## src/rtl/sb_config_loader.sv

```systemverilog
// Byte-serial configuration loader: assembles prog words for a row of switch
// boxes into a shadow bank, verifies the frame XOR, then commits atomically.
module sb_config_loader #(
  parameter int NUM_SB = 4,
  parameter int ADDR_W = 2
) (
  input  logic                   clk,
  input  logic                   rst,
  input  logic                   cfg_valid,
  output logic                   cfg_ready,
  input  logic [7:0]             cfg_data,
  output logic [32*NUM_SB-1:0]   prog_out,
  output logic                   cfg_done,
  output logic                   cfg_err,
  output logic                   busy
);

  typedef enum logic [2:0] {
    S_IDLE, S_ADDR, S_COUNT, S_DATA, S_CHECK, S_COMMIT
  } state_e;

  localparam logic [7:0] SYNC  = 8'hA5;
  localparam int         REM_W = ADDR_W + 1;

  state_e              state_q, state_d;
  logic [ADDR_W-1:0]   ptr_q, ptr_d;
  logic [REM_W-1:0]    rem_q, rem_d;
  logic [1:0]          lane_q, lane_d;
  logic [7:0]          xor_q, xor_d;
  logic [31:0]         shadow_q [NUM_SB];
  logic [31:0]         shadow_d [NUM_SB];
  logic [32*NUM_SB-1:0] prog_q, prog_d;
  logic                done_q, done_d;
  logic                err_q, err_d;

  logic       xfer;
  logic       restore;
  logic [1:0] lane_sel;
  logic [8:0] span;

  assign xfer     = cfg_valid && cfg_ready;
  // Byte 0 of a word lands in the top lane, so the lane index is inverted.
  assign lane_sel = ~lane_q;
  assign span     = 9'(ptr_q) + 9'(cfg_data);

  // NOTE: every variable gets a default before the case so no path leaves it
  // unassigned; otherwise synthesis would infer a latch to hold the old value.
  always_comb begin
    state_d  = state_q;
    ptr_d    = ptr_q;
    rem_d    = rem_q;
    lane_d   = lane_q;
    xor_d    = xor_q;
    shadow_d = shadow_q;
    prog_d   = prog_q;
    done_d   = 1'b0;
    err_d    = 1'b0;
    restore  = 1'b0;

    case (state_q)
      S_IDLE: begin
        if (xfer && cfg_data == SYNC) state_d = S_ADDR;
      end
      S_ADDR: begin
        if (xfer) begin
          if (cfg_data >= 8'(NUM_SB)) begin
            err_d   = 1'b1;
            restore = 1'b1;
            state_d = S_IDLE;
          end else begin
            ptr_d   = cfg_data[ADDR_W-1:0];
            xor_d   = cfg_data;
            state_d = S_COUNT;
          end
        end
      end
      S_COUNT: begin
        if (xfer) begin
          xor_d = xor_q ^ cfg_data;
          if (cfg_data == 8'd0 || span > 9'(NUM_SB)) begin
            err_d   = 1'b1;
            restore = 1'b1;
            state_d = S_IDLE;
          end else begin
            rem_d   = cfg_data[REM_W-1:0];
            lane_d  = 2'd0;
            state_d = S_DATA;
          end
        end
      end
      S_DATA: begin
        if (xfer) begin
          xor_d = xor_q ^ cfg_data;
          shadow_d[ptr_q][{lane_sel, 3'b000} +: 8] = cfg_data;
          lane_d = lane_q + 2'd1;
          if (lane_q == 2'd3) begin
            ptr_d = ptr_q + ADDR_W'(1);
            rem_d = rem_q - REM_W'(1);
            if (rem_q == REM_W'(1)) state_d = S_CHECK;
          end
        end
      end
      S_CHECK: begin
        if (xfer) begin
          if (cfg_data == xor_q) begin
            state_d = S_COMMIT;
          end else begin
            err_d   = 1'b1;
            restore = 1'b1;
            state_d = S_IDLE;
          end
        end
      end
      S_COMMIT: begin
        for (int i = 0; i < NUM_SB; i++) prog_d[32*i +: 32] = shadow_q[i];
        done_d  = 1'b1;
        state_d = S_IDLE;
      end
      default: state_d = S_IDLE;
    endcase

    // A rejected frame must not leave words behind for the next commit.
    if (restore) begin
      for (int i = 0; i < NUM_SB; i++) shadow_d[i] = prog_q[32*i +: 32];
    end
  end

  // NOTE: the shadow bank is reset explicitly; it is committed as a whole, so
  // any word left undefined would reach prog_out on the first partial frame.
  always_ff @(posedge clk) begin
    if (rst) begin
      state_q <= S_IDLE;
      ptr_q   <= '0;
      rem_q   <= '0;
      lane_q  <= '0;
      xor_q   <= '0;
      for (int i = 0; i < NUM_SB; i++) shadow_q[i] <= '0;
      prog_q  <= '0;
      done_q  <= 1'b0;
      err_q   <= 1'b0;
    end else begin
      state_q  <= state_d;
      ptr_q    <= ptr_d;
      rem_q    <= rem_d;
      lane_q   <= lane_d;
      xor_q    <= xor_d;
      shadow_q <= shadow_d;
      prog_q   <= prog_d;
      done_q   <= done_d;
      err_q    <= err_d;
    end
  end

  assign prog_out  = prog_q;
  assign cfg_done  = done_q;
  assign cfg_err   = err_q;
  assign busy      = (state_q != S_IDLE);
  assign cfg_ready = (state_q != S_COMMIT);

endmodule

```

## config.mk

```make
export PLATFORM = sky130hd
export DESIGN_NAME = sb_config_loader
export DESIGN_NICKNAME = d
export VERILOG_FILES = /design/src/rtl/sb_config_loader.sv
export SDC_FILE = /design/constraint.sdc
export NUM_CORES = 1
export LEC_CHECK = 0
export BUFFER_PORTS_ARGS = -buffer_cell sky130_fd_sc_hd__buf_4
export CAP_MARGIN = 20
export CORE_MARGIN = 3
export CORE_UTILIZATION = 35
export CTS_CLUSTER_SIZE = 24
export DETAILED_ROUTE_END_ITERATION = 8
export GPL_TIMING_DRIVEN = 0
export SYNTH_ARGS = -nofsm -noshare
export SYNTH_HDL_FRONTEND = slang
export SYNTH_SLANG_ARGS = --single-unit
```

## constraint.sdc

```tcl
create_clock -name clk -period 4.3 [get_ports clk]
set_input_delay 0.86 -clock clk [delete_from_list [all_inputs] [get_ports clk]]
set_output_delay 0.86 -clock clk [all_outputs]
set_load 0.02 [all_outputs]
```

Yosys cells after proc, flatten, opt, wreduce, memory -nomap -nowiden
Cells that the tools add are included.
{"block": "totals", "register_bits": 276, "in_bits": 11, "output_inout_bits": 132, "word_cells": 108}
{"block": "classes", "addsub": 5, "magnitude_cmp": 4, "n_eq_ne": 20, "n_shift": 2, "mux": 43, "n_bitwise": 3, "n_reduce_logical": 19}
{"operator": "two-way mux 128 bit", "count": 3}
{"operator": "bitwise mux 128 bit", "count": 1}
{"operator": "demux 32 bit (select 2 bit)", "count": 1}
{"operator": "two-way mux 3 bit", "count": 12}
{"operator": "two-way mux 32 bit", "count": 1}
{"operator": "variable shift 8 x 7 -> 32 bit, first input constant", "count": 1}
{"operator": "indexed part select 8 x 7 -> 32 bit", "count": 1}
{"operator": "two-way mux 8 bit", "count": 3}
{"operator": "two-way mux 2 bit", "count": 9}
{"operator": "inequality test 2 bit, second input constant", "count": 9}
{"operator": "one-hot mux 8 bit (2 select lines)", "count": 1}
{"operator": "one-hot mux 3 bit (5 select lines)", "count": 1}
{"operator": "AND reduction 5 bit", "count": 2}
{"operator": "nonzero test 2 bit", "count": 5}
{"operator": "adder 2 x 8 -> 9 bit", "count": 1}
{"operator": "greater-than comparator 9 x 3 -> 1 bit, second input constant", "count": 1}
{"operator": "== test 8 bit", "count": 1}
{"operator": "== test 8 bit, second input constant", "count": 1}
{"operator": ">= comparator 8 x 3 -> 1 bit, second input constant", "count": 1}
{"operator": "logical NOT 8 bit", "count": 1}
{"operator": "one-hot mux 2 bit (2 select lines)", "count": 2}
{"operator": "AND reduction 4 bit", "count": 2}
{"operator": "XOR 8 bit", "count": 1}
{"operator": "two-way mux 1 bit", "count": 7}
{"operator": "other kinds (22)", "count": 28}

Depth between registers and ports, before layout
Gate-level depths: netlist (run 1).
{"block": "logic_depth", "ltp_word": 9, "depth_mapped": 10, "depth_no_buf": 8}

Worst setup path after synthesis (run 1)
OpenSTA, ideal clock, no wires.
{"block": "synth_path", "path_kind": "input to register", "from": "in cfg_data[0]", "to": "reg shadow_q[118] in the netlist's numbering", "setup_ps": 81, "arrival_time_ps": 2828, "t_required_ps": 4219, "slack_ps": 1391, "cell_stages": 10, "n_path_buf": 2, "cell_sequence": "ha_1 -> inv_1 -> fa_1 -> xnor2_1 -> a211oi_2 -> and4_4 -> or3_4 -> buf_4 -> buf_6 -> a211oi_2"}
{"block": "synth_via", "elab_chain_cells": 8, "elab_cells_between_ends": 21, "classes_between": "add/sub (1); order compare (2); eq/ne (1); shift (1); mux (11); reduce/logical (5)"}
{"item": "start, declared", "line_no": "11", "rtl": "input logic [7:0] cfg_data,"}
{"item": "adder 2 x 8 -> 9 bit", "line_no": "44", "rtl": "assign span = 9'(ptr_q) + 9'(cfg_data);"}
{"item": "greater-than comparator 9 x 3 -> 1 bit", "line_no": "80", "rtl": "if (cfg_data == 8'd0 || span > 9'(NUM_SB)) begin"}
{"item": "logical OR 1 bit", "line_no": "80"}
{"item": "two-way mux 1 bit", "line_no": "80"}
{"item": "two-way mux 1 bit", "line_no": "78", "rtl": "if (xfer) begin"}
{"item": "one-hot mux 1 bit (3 select lines)", "line_no": "60", "rtl": "case (state_q)"}
{"item": "nonzero test 2 bit (no source line)"}
{"item": "AND reduction 2 bit (no source line)"}
{"item": "end signal, assigned", "line_no": "147", "rtl": "shadow_q <= shadow_d;"}
{"item": "end, declared", "line_no": "30", "rtl": "logic [31:0] shadow_q [NUM_SB];"}
Parallel ways exist; a longest one is shown, timed or not. The select of a mux whose other input is x is not followed.
A chain may end at the register's enable or synchronous reset.

Final worst setup path (run 1)
{"block": "layout_path", "from": "in cfg_data[0]", "to": "reg shadow_q[59] in the netlist's numbering"}
The elaborated chain is that of the path after synthesis.

==> summary.txt, run 1 <==
Detailed routing
  • Wire per inst: 22.3 microns
  • Via count: roughly 12k
  • DRC Markers: 0
  • WL final: 46,200 microns
  • Drt first pass iters: 5
  • Post-DRT Antenna Nets: 0
  • Vias per cell: 5.72
  • Initial drt markers: 1,108

Clock tree
  • Root buffer cell: clkbuf_16
  • Max Buffers Root-to-Sink: 3
  • CTS resizes: 0
  • Post-CTS Setup Repair Bufs: 0
  • Clock-pin slew on the worst setup and hold paths: 60 ps
  • CTS tree: done
  • Clk_lat worst skew: 570 ps
  • TritonCTS Buffers: 30
  • Hold bufs inserted after CTS: 0
  • CTS H-tree depth: 1
  • Clock sinks: 276

Cells and area
  • Fillers: around 3.5k
  • N_diodes: 0
  • Seq. cell area: 0.00553 sq mm
  • Share of cells above drive strength 1: 24.4%
  • Layout net count: 1,608
  • Layout area overhead: 21.4%
  • Multi-input logic area: 0.00674 sq mm

Floorplan
  • Effective utilization at floorplan: 36.0%
  • I/O pin cnt: about 140
  • Die ar.: slightly below 0.04 sq mm
  • Die X: between 150 and 200 microns
  • Core Area: roughly 0.036 sq mm
  • Die Span Y: 199 microns
  • Site Rows: 69

Placed design
  • Port buffer count: 136
  • Hpwl dp: between 30,000 and 40,000 microns
  • Pre-CTS setup slack: 524 ps
  • GPL Wtd Cong: 0.913

Critical path
  • Worst reg-to-reg path cell count: 10
  • Max incr delay on CP: 730 ps
  • Worst EP arrival: between 3000 and 4000 ps
  • Worst setup EP type: flop
  • Crit-path max FO: 10
  • CP Launch Type: input pin
  • Slowest CP cell: clkbuf_1
  • Cell mode on critical path: clkbuf_1
  • Crit-path cells: buf_4 > clkbuf_1 > xor2_1 > nor3_1 > a31o_2 > clkbuf_1 > clkbuf_1 > nor4_1 > a211oi_2
  • Kind of critical path: in -> reg
  • Req. time, crit path: 4790 ps

Logic synthesis
  • Post-Synth XOR/XNOR Area: less than 1%
  • Compound-gate portion of the synthesized area: between 20% and 30%
  • Distinct cell type count of the synthesized netlist: 58
  • Synth async-reset ratio: 0%
  • Combinational family with the most area after synthesis: compound AO/OA/AOI/OAI gates
  • Mapped Nets: 1,430
  • Mapped Area: between 0.01 and 0.015 sq mm
  • Multiplexer share of the synthesized area: 7.48%
  • FF+latch count, synth: 276
  • Seq/Total Area, Yosys: a little over two fifths
  • EDFF count, synth: 0
  • Ys flop type: dfxtp_1
  • Yosys Warn Count: 0
  • Gate Count Post-Synth: 1,406
  • Simple-gate share of the synthesized area: 19.4%
  • Adder-cell share of the synthesized area: approximately 1.3%
  • Synth Area per Inst: 9.24 sq um

Pwr
  • Maximum VDD drop: 0.000302 V
  • Int Pwr: 4110 uW
  • PwrDens: 340 mW/mm^2
  • Sw Ratio: a little under a quarter
  • Leakage power: about 0.006 uW
  • Seq pwr share: 47.8%
  • Clk pwr share: 48.8%
  • Net switching power: around 1200 uW
  • Gate power share: 3.4%

Global routing
  • Congestion Overflow GR: 0
  • Initial antenna violation count: 0
  • Largest net degree at the start of global routing: 16
  • Vias in the first global route: between 10k and 15k
  • Total Routing Usage GR: 22.5%
  • First-pass GRT wire length: between 60,000 and 70,000 microns

Run
  • Max-cap violations: 0

Min path
  • Worst Hold Class: reg -> reg
  • WHS Path Cells: 2

STA
  • Slew Viols, Final: 0
  • Final Critical Period: 3290 ps
  • Final worst-path cycle share: 76.5%
  • Slew @ Worst Pin: about 1000 ps
  • RSZ-0062 raised after global routing: false
  • FMAX: between 300 and 400 MHz
  • Clock Skew: ~12 ps
  • Setup TNS: 0 ps
  • Min setup slack post-route: 1010 ps
  • Setup violations, final: 0
  • Hold Violations, Final: 0
  • Worst rel slew slack: 29.9%

Run status
  • Status: finished clean
==> worst paths after layout <==
check               startpoint            to  slack [ps]
setup / recovery   cfg_data[0]  shadow_q[59]        1010
hold / removal    shadow_q[49]  prog_out[81]         450
setup reg to reg      ptr_q[0]  shadow_q[96]        1320
hold reg to reg   shadow_q[49]  prog_out[81]         450
==> layout by cell type, fill, tap and decap left out, drive strengths merged, types with 7 or more instances in the layout <==
| cell type | synthesis | routed |
|---|---|---|
| o21ai | 15 | 15 |
| inv | 11 | 11 |
| nor4b | 10 | 10 |
| buf | 55 | 200 |
| a32oi | 32 | 32 |
| o211ai | 8 | 8 |
| nor4 | 132 | 132 |
| nand2 | 274 | 274 |
| clkinv | 0 | 7 |
| mux2i | 96 | 96 |
| clkbuf | 93 | 139 |
| ha | 12 | 12 |
| dfxtp | 276 | 276 |
| a211oi | 130 | 130 |
| nor4bb | 7 | 7 |
| and4b | 14 | 14 |
| a21oi | 145 | 145 |
| nor2 | 20 | 20 |
| nand3 | 20 | 20 |
| xor2 | 8 | 8 |
==> layout make-up <==
type	instances	share of cell area [%]
tap	461	3.66
clock buffer	45	5.75
clock inverter	10	0.603
timing repair buffer	146	6.92
sequential	276	35.0
inverter	11	0.262
multi-input combinational	971	42.7
buffer	148	5.03
==> through the flow <==
| stage | std cells | utilization (%) | hold WS (ps) | total power (uW) | instance area (sq um) |
|---|---|---|---|---|---|
| 2_1_floorplan | 1406 | - | 432 | 2730 | 13000 |
| 3_3_place_gp | 2003 | 40.4 | 437 | 2790 | 14600 |
| 3_5_place_dp | 2012 | 40.9 | 443 | 2800 | 14800 |
| 4_1_cts | 2067 | 43.7 | 452 | 5380 | 15800 |
| 5_1_grt | 2068 | 43.7 | 473 | 5500 | 15800 |
| 6_report | 2068 | 43.7 | 451 | 5360 | 15800 |
==> cells by family (layout without fill, tap and decap cells) <==
kind of cell             count (synthesis)  after routing
adder cells (fa/ha/maj)                 13             13
buffers and inverters                  159            360
flip-flops                             276            276
XOR/XNOR                                 9              9
AO/OA/AOI/OAI                          349            349
AND/OR/NAND/NOR                        503            503
multiplexers                            97             97
==> flip-flops by register name, summed over array words and instances, names as in the netlist <==
name	count
shadow_q	128
cfg_err	1
xor_q	8
prog_out	128
ptr_q	2
state_q	3
lane_q	2
cfg_done	1
rem_q	3
==> synth_stat cells (7+ instances only) <==
cell      number  area [sq um]
o211ai_1       8          60.1
a21oi_1      145           726
buf_2         19          95.1
clkbuf_1      93           349
a211oi_2     121          1510
dfxtp_1      276          5530
o21ai_0       15          75.1
nand3_1       20           100
nor4bb_1       7          70.1
a32oi_1       32           280
nor4_1       131           820
xor2_1         8          70.1
nor4b_1       10          87.6
ha_1          12           150
a211oi_1       9          67.6
mux2i_1       96           961
nor2_1        20          75.1
nand2_1      274          1030
and4b_1       14           140
buf_6         26           293
inv_1         11          41.3
buf_1          7          26.3
==> power by group through the flow <==
stage / sequential [uW] / combinational [uW] / clock [uW]
finish: 2560 / 181 / 2610
global route: 2560 / 191 / 2740
CTS: 2560 / 178 / 2640
detailed placement: 2620 / 178 / 0
global placement: 2620 / 172 / 0
floorplan: 2620 / 107 / 0
==> worst max-delay path, delay by kind of cell <==
family                    cells  cell delay [ps]
and+or+nand+nor               2              490
xor gates and xnor gates      1              130
buffers and inverters         4             1800
AOI/OAI and AO/OA             2              470
==> metal layers <==
metal	vias up	share of wire (%)	GRT usage (%)
met3	103	8.7	4.66
met2	537	45	35.3
li1	5556	-	-
met4	0	3.6	7.60
met1	5638	43	30.9
met5	-	0	0
No activity file was read; power rests on OpenSTA's default activity.
==> run 2, diff against run 1 <==
- clock period: 4.3 -> 2.7 ns (I/O delays scaled with it)
==> run 2 against run 1 <==
  * Combinational power up 64%
  * Sequential power up 59%
  * First-iteration DRC count up 0.27%
  * Utilization up 0.61 points
  * Worst setup slack worse by 990 ps
  * Critical path type is now reg -> reg
  * Largest power group unchanged
==> summary.txt, run 2 (synthesized netlist as in run 1, its figures left out) <==
Run status
  • Status: finished clean

Clock tree
  • Clock sinks: roughly 280
  • Clk_lat worst skew: 570 ps
  • CTS H-tree depth: 1
  • CTS tree: done
  • Hold bufs inserted after CTS: 0
  • Clock-pin slew on the worst setup and hold paths: 70 ps
  • Max Buffers Root-to-Sink: 3
  • Root buffer cell: clkbuf_16
  • TritonCTS Buffers: 30

Placed design
  • Pre-CTS setup slack: -756 ps
  • Post-DP Area: 0.0148 sq mm
  • GPL Wtd Cong: 0.913
  • Placed cells: between 2k and 2.5k
  • Hpwl dp: 33,400 microns
  • Port buffer count: ~140

Detailed routing
  • WL final: 46,300 microns
  • Wire per inst: 22.4 microns
  • Initial drt markers: 1,111
  • Drt first pass iters: 5
  • Vias per cell: 5.74
  • Via count: 11.9k
  • Post-DRT Antenna Nets: 0
  • DRC Markers: 0

Pwr
  • Tot Pwr: 8540 uW
  • Leakage power: 0.00591 uW
  • PwrDens: between 500 and 600 mW/mm^2
  • Maximum VDD drop: 0.000487 V

Min path
  • WHS Endpoint: xor_q[7]
  • Worst Hold Class: in -> reg
  • Worst hold start: cfg_data[7]
  • WHS Path Cells: 3

Critical path
  • Worst path top cell family by delay: simple AND/OR/NAND/NOR gates
  • Crit-path max FO: 10
  • R2R Path Start: lane_q[0]
  • CP Launch Type: flop
  • Kind of critical path: reg -> reg
  • Crit-path cells: inv_1 > ha_1 > clkbuf_1 > nor4b_2 > a32oi_1 > a211oi_2
  • Max incr delay on CP: slightly above 800 ps
  • Req. time, crit path: 3190 ps
  • Worst EP arrival: about 3200 ps
  • FF-to-FF setup slack: 20 ps
  • Worst setup EP type: flop
  • Worst reg-to-reg path cell count: 6
  • Slowest CP cell: nor4b_2
  • Crit Reg-Reg Endpoint: shadow_q[65]
  • Crit path buf inv count: 2

Global routing
  • Vias in the first global route: 11.3k
  • Initial antenna violation count: 0
  • Largest net degree at the start of global routing: 16
  • Total Routing Usage GR: 22.5%
  • First-pass GRT wire length: 68,800 microns
  • Congestion Overflow GR: 0

Floorplan
  • I/O pin cnt: between 100 and 150
  • Core Area: 0.0361 sq mm
  • Die X: 199 microns
  • Die ar.: a little under 0.04 sq mm
  • Effective utilization at floorplan: 36.0%
  • Die Span Y: ~200 microns
  • Site Rows: 69

Cells and area
  • Fin area: 0.0160 sq mm
  • Finished Layout Cells: around 2.1k
  • Layout net count: around 1.6k
  • Seq. cell area: 0.00553 sq mm
  • Fillers: 3,468
  • N_diodes: 0
  • Commonest non-fill, non-tap cells in the layout: nand2_1, dfxtp_1, buf_4, a21oi_1, nor4_1
  • Layout area overhead: 23.0%
  • Multi-input logic area: 0.00691 sq mm
  • Share of cells above drive strength 1: 26.5%

STA
  • Min setup slack post-route: 16.6 ps
  • Final Critical Period: around 2700 ps
  • RSZ-0062 raised after global routing: true
  • WHS: approximately 300 ps
  • FMAX: between 300 and 400 MHz
  • Final worst-path cycle share: 99.4%
  • Clock Skew: 7.70 ps
  • Setup violations, final: 0
  • Hold Violations, Final: 0
  • Slew @ Worst Pin: 1020 ps
  • Slew Viols, Final: 0
  • Worst rel slew slack: 32.2%

Run
  • Max-cap violations: 0
-- run 2: per-stage QoR --
step | TNS (ps) | util, %
after CTS | -358 | 43.9
after global routing | -19.0 | 44.3
final | 0 | 44.3
after detailed placement | -74360 | 40.9
after global placement | -72820 | 40.4
after floorplan | 0 | -
-- run 2: final cells by class --
class | instances | area share [%]
clock inverters | 10 | 0.595
repair buffers | 149 | 6.98
well taps | 461 | 3.61
plain buffers | 148 | 5.12
inverters | 11 | 0.258
clock buffers | 45 | 5.67
flip-flops and latches | 276 | 34.6
multi-input cells | 971 | 43.2
-- run 2: timing repair --
item	4_1_cts	5_1_grt
endpoints found under the setup margin	129	123
buffers inserted	0	4
pin swaps	1	2
hold endpoints to repair	0	0
gates resized for setup	15	38
-- run 2: worst max-delay path by stage --
stage | start | to | depth (start not counted)
2_1_floorplan | cfg_data[0] | shadow_q[118] | 10
3_3_place_gp | lane_q[0] | shadow_q[90] | 6
3_5_place_dp | cfg_data[0] | shadow_q[59] | 9
4_1_cts | lane_q[0] | shadow_q[14] | 7
5_1_grt | ptr_q[0] | shadow_q[23] | 10
6_report | lane_q[0] | shadow_q[65] | 6
-- run 2: where the power goes --
part / switching (uW) / internal, uW
sequential: 3.77 / 4080
combinational: 228 / 68.2
clock: 1760 / 2410
total: 1990 / 6550
-- run 2: tightest hold or removal path, delay by kind of cell --
family | cells | cell delay (ps)
AO/OA/AOI/OAI | 2 | 150
buffers and inverters | 1 | 130
-- run 2: per-layer routing --
layer	vias to the layer above	GRT usage [%]	wire [microns]
met4	0	7.42	1530
li1	5560	-	-
met3	99	4.64	3950
met5	-	0	0
met1	5714	30.9	19800
met2	524	35.4	21100
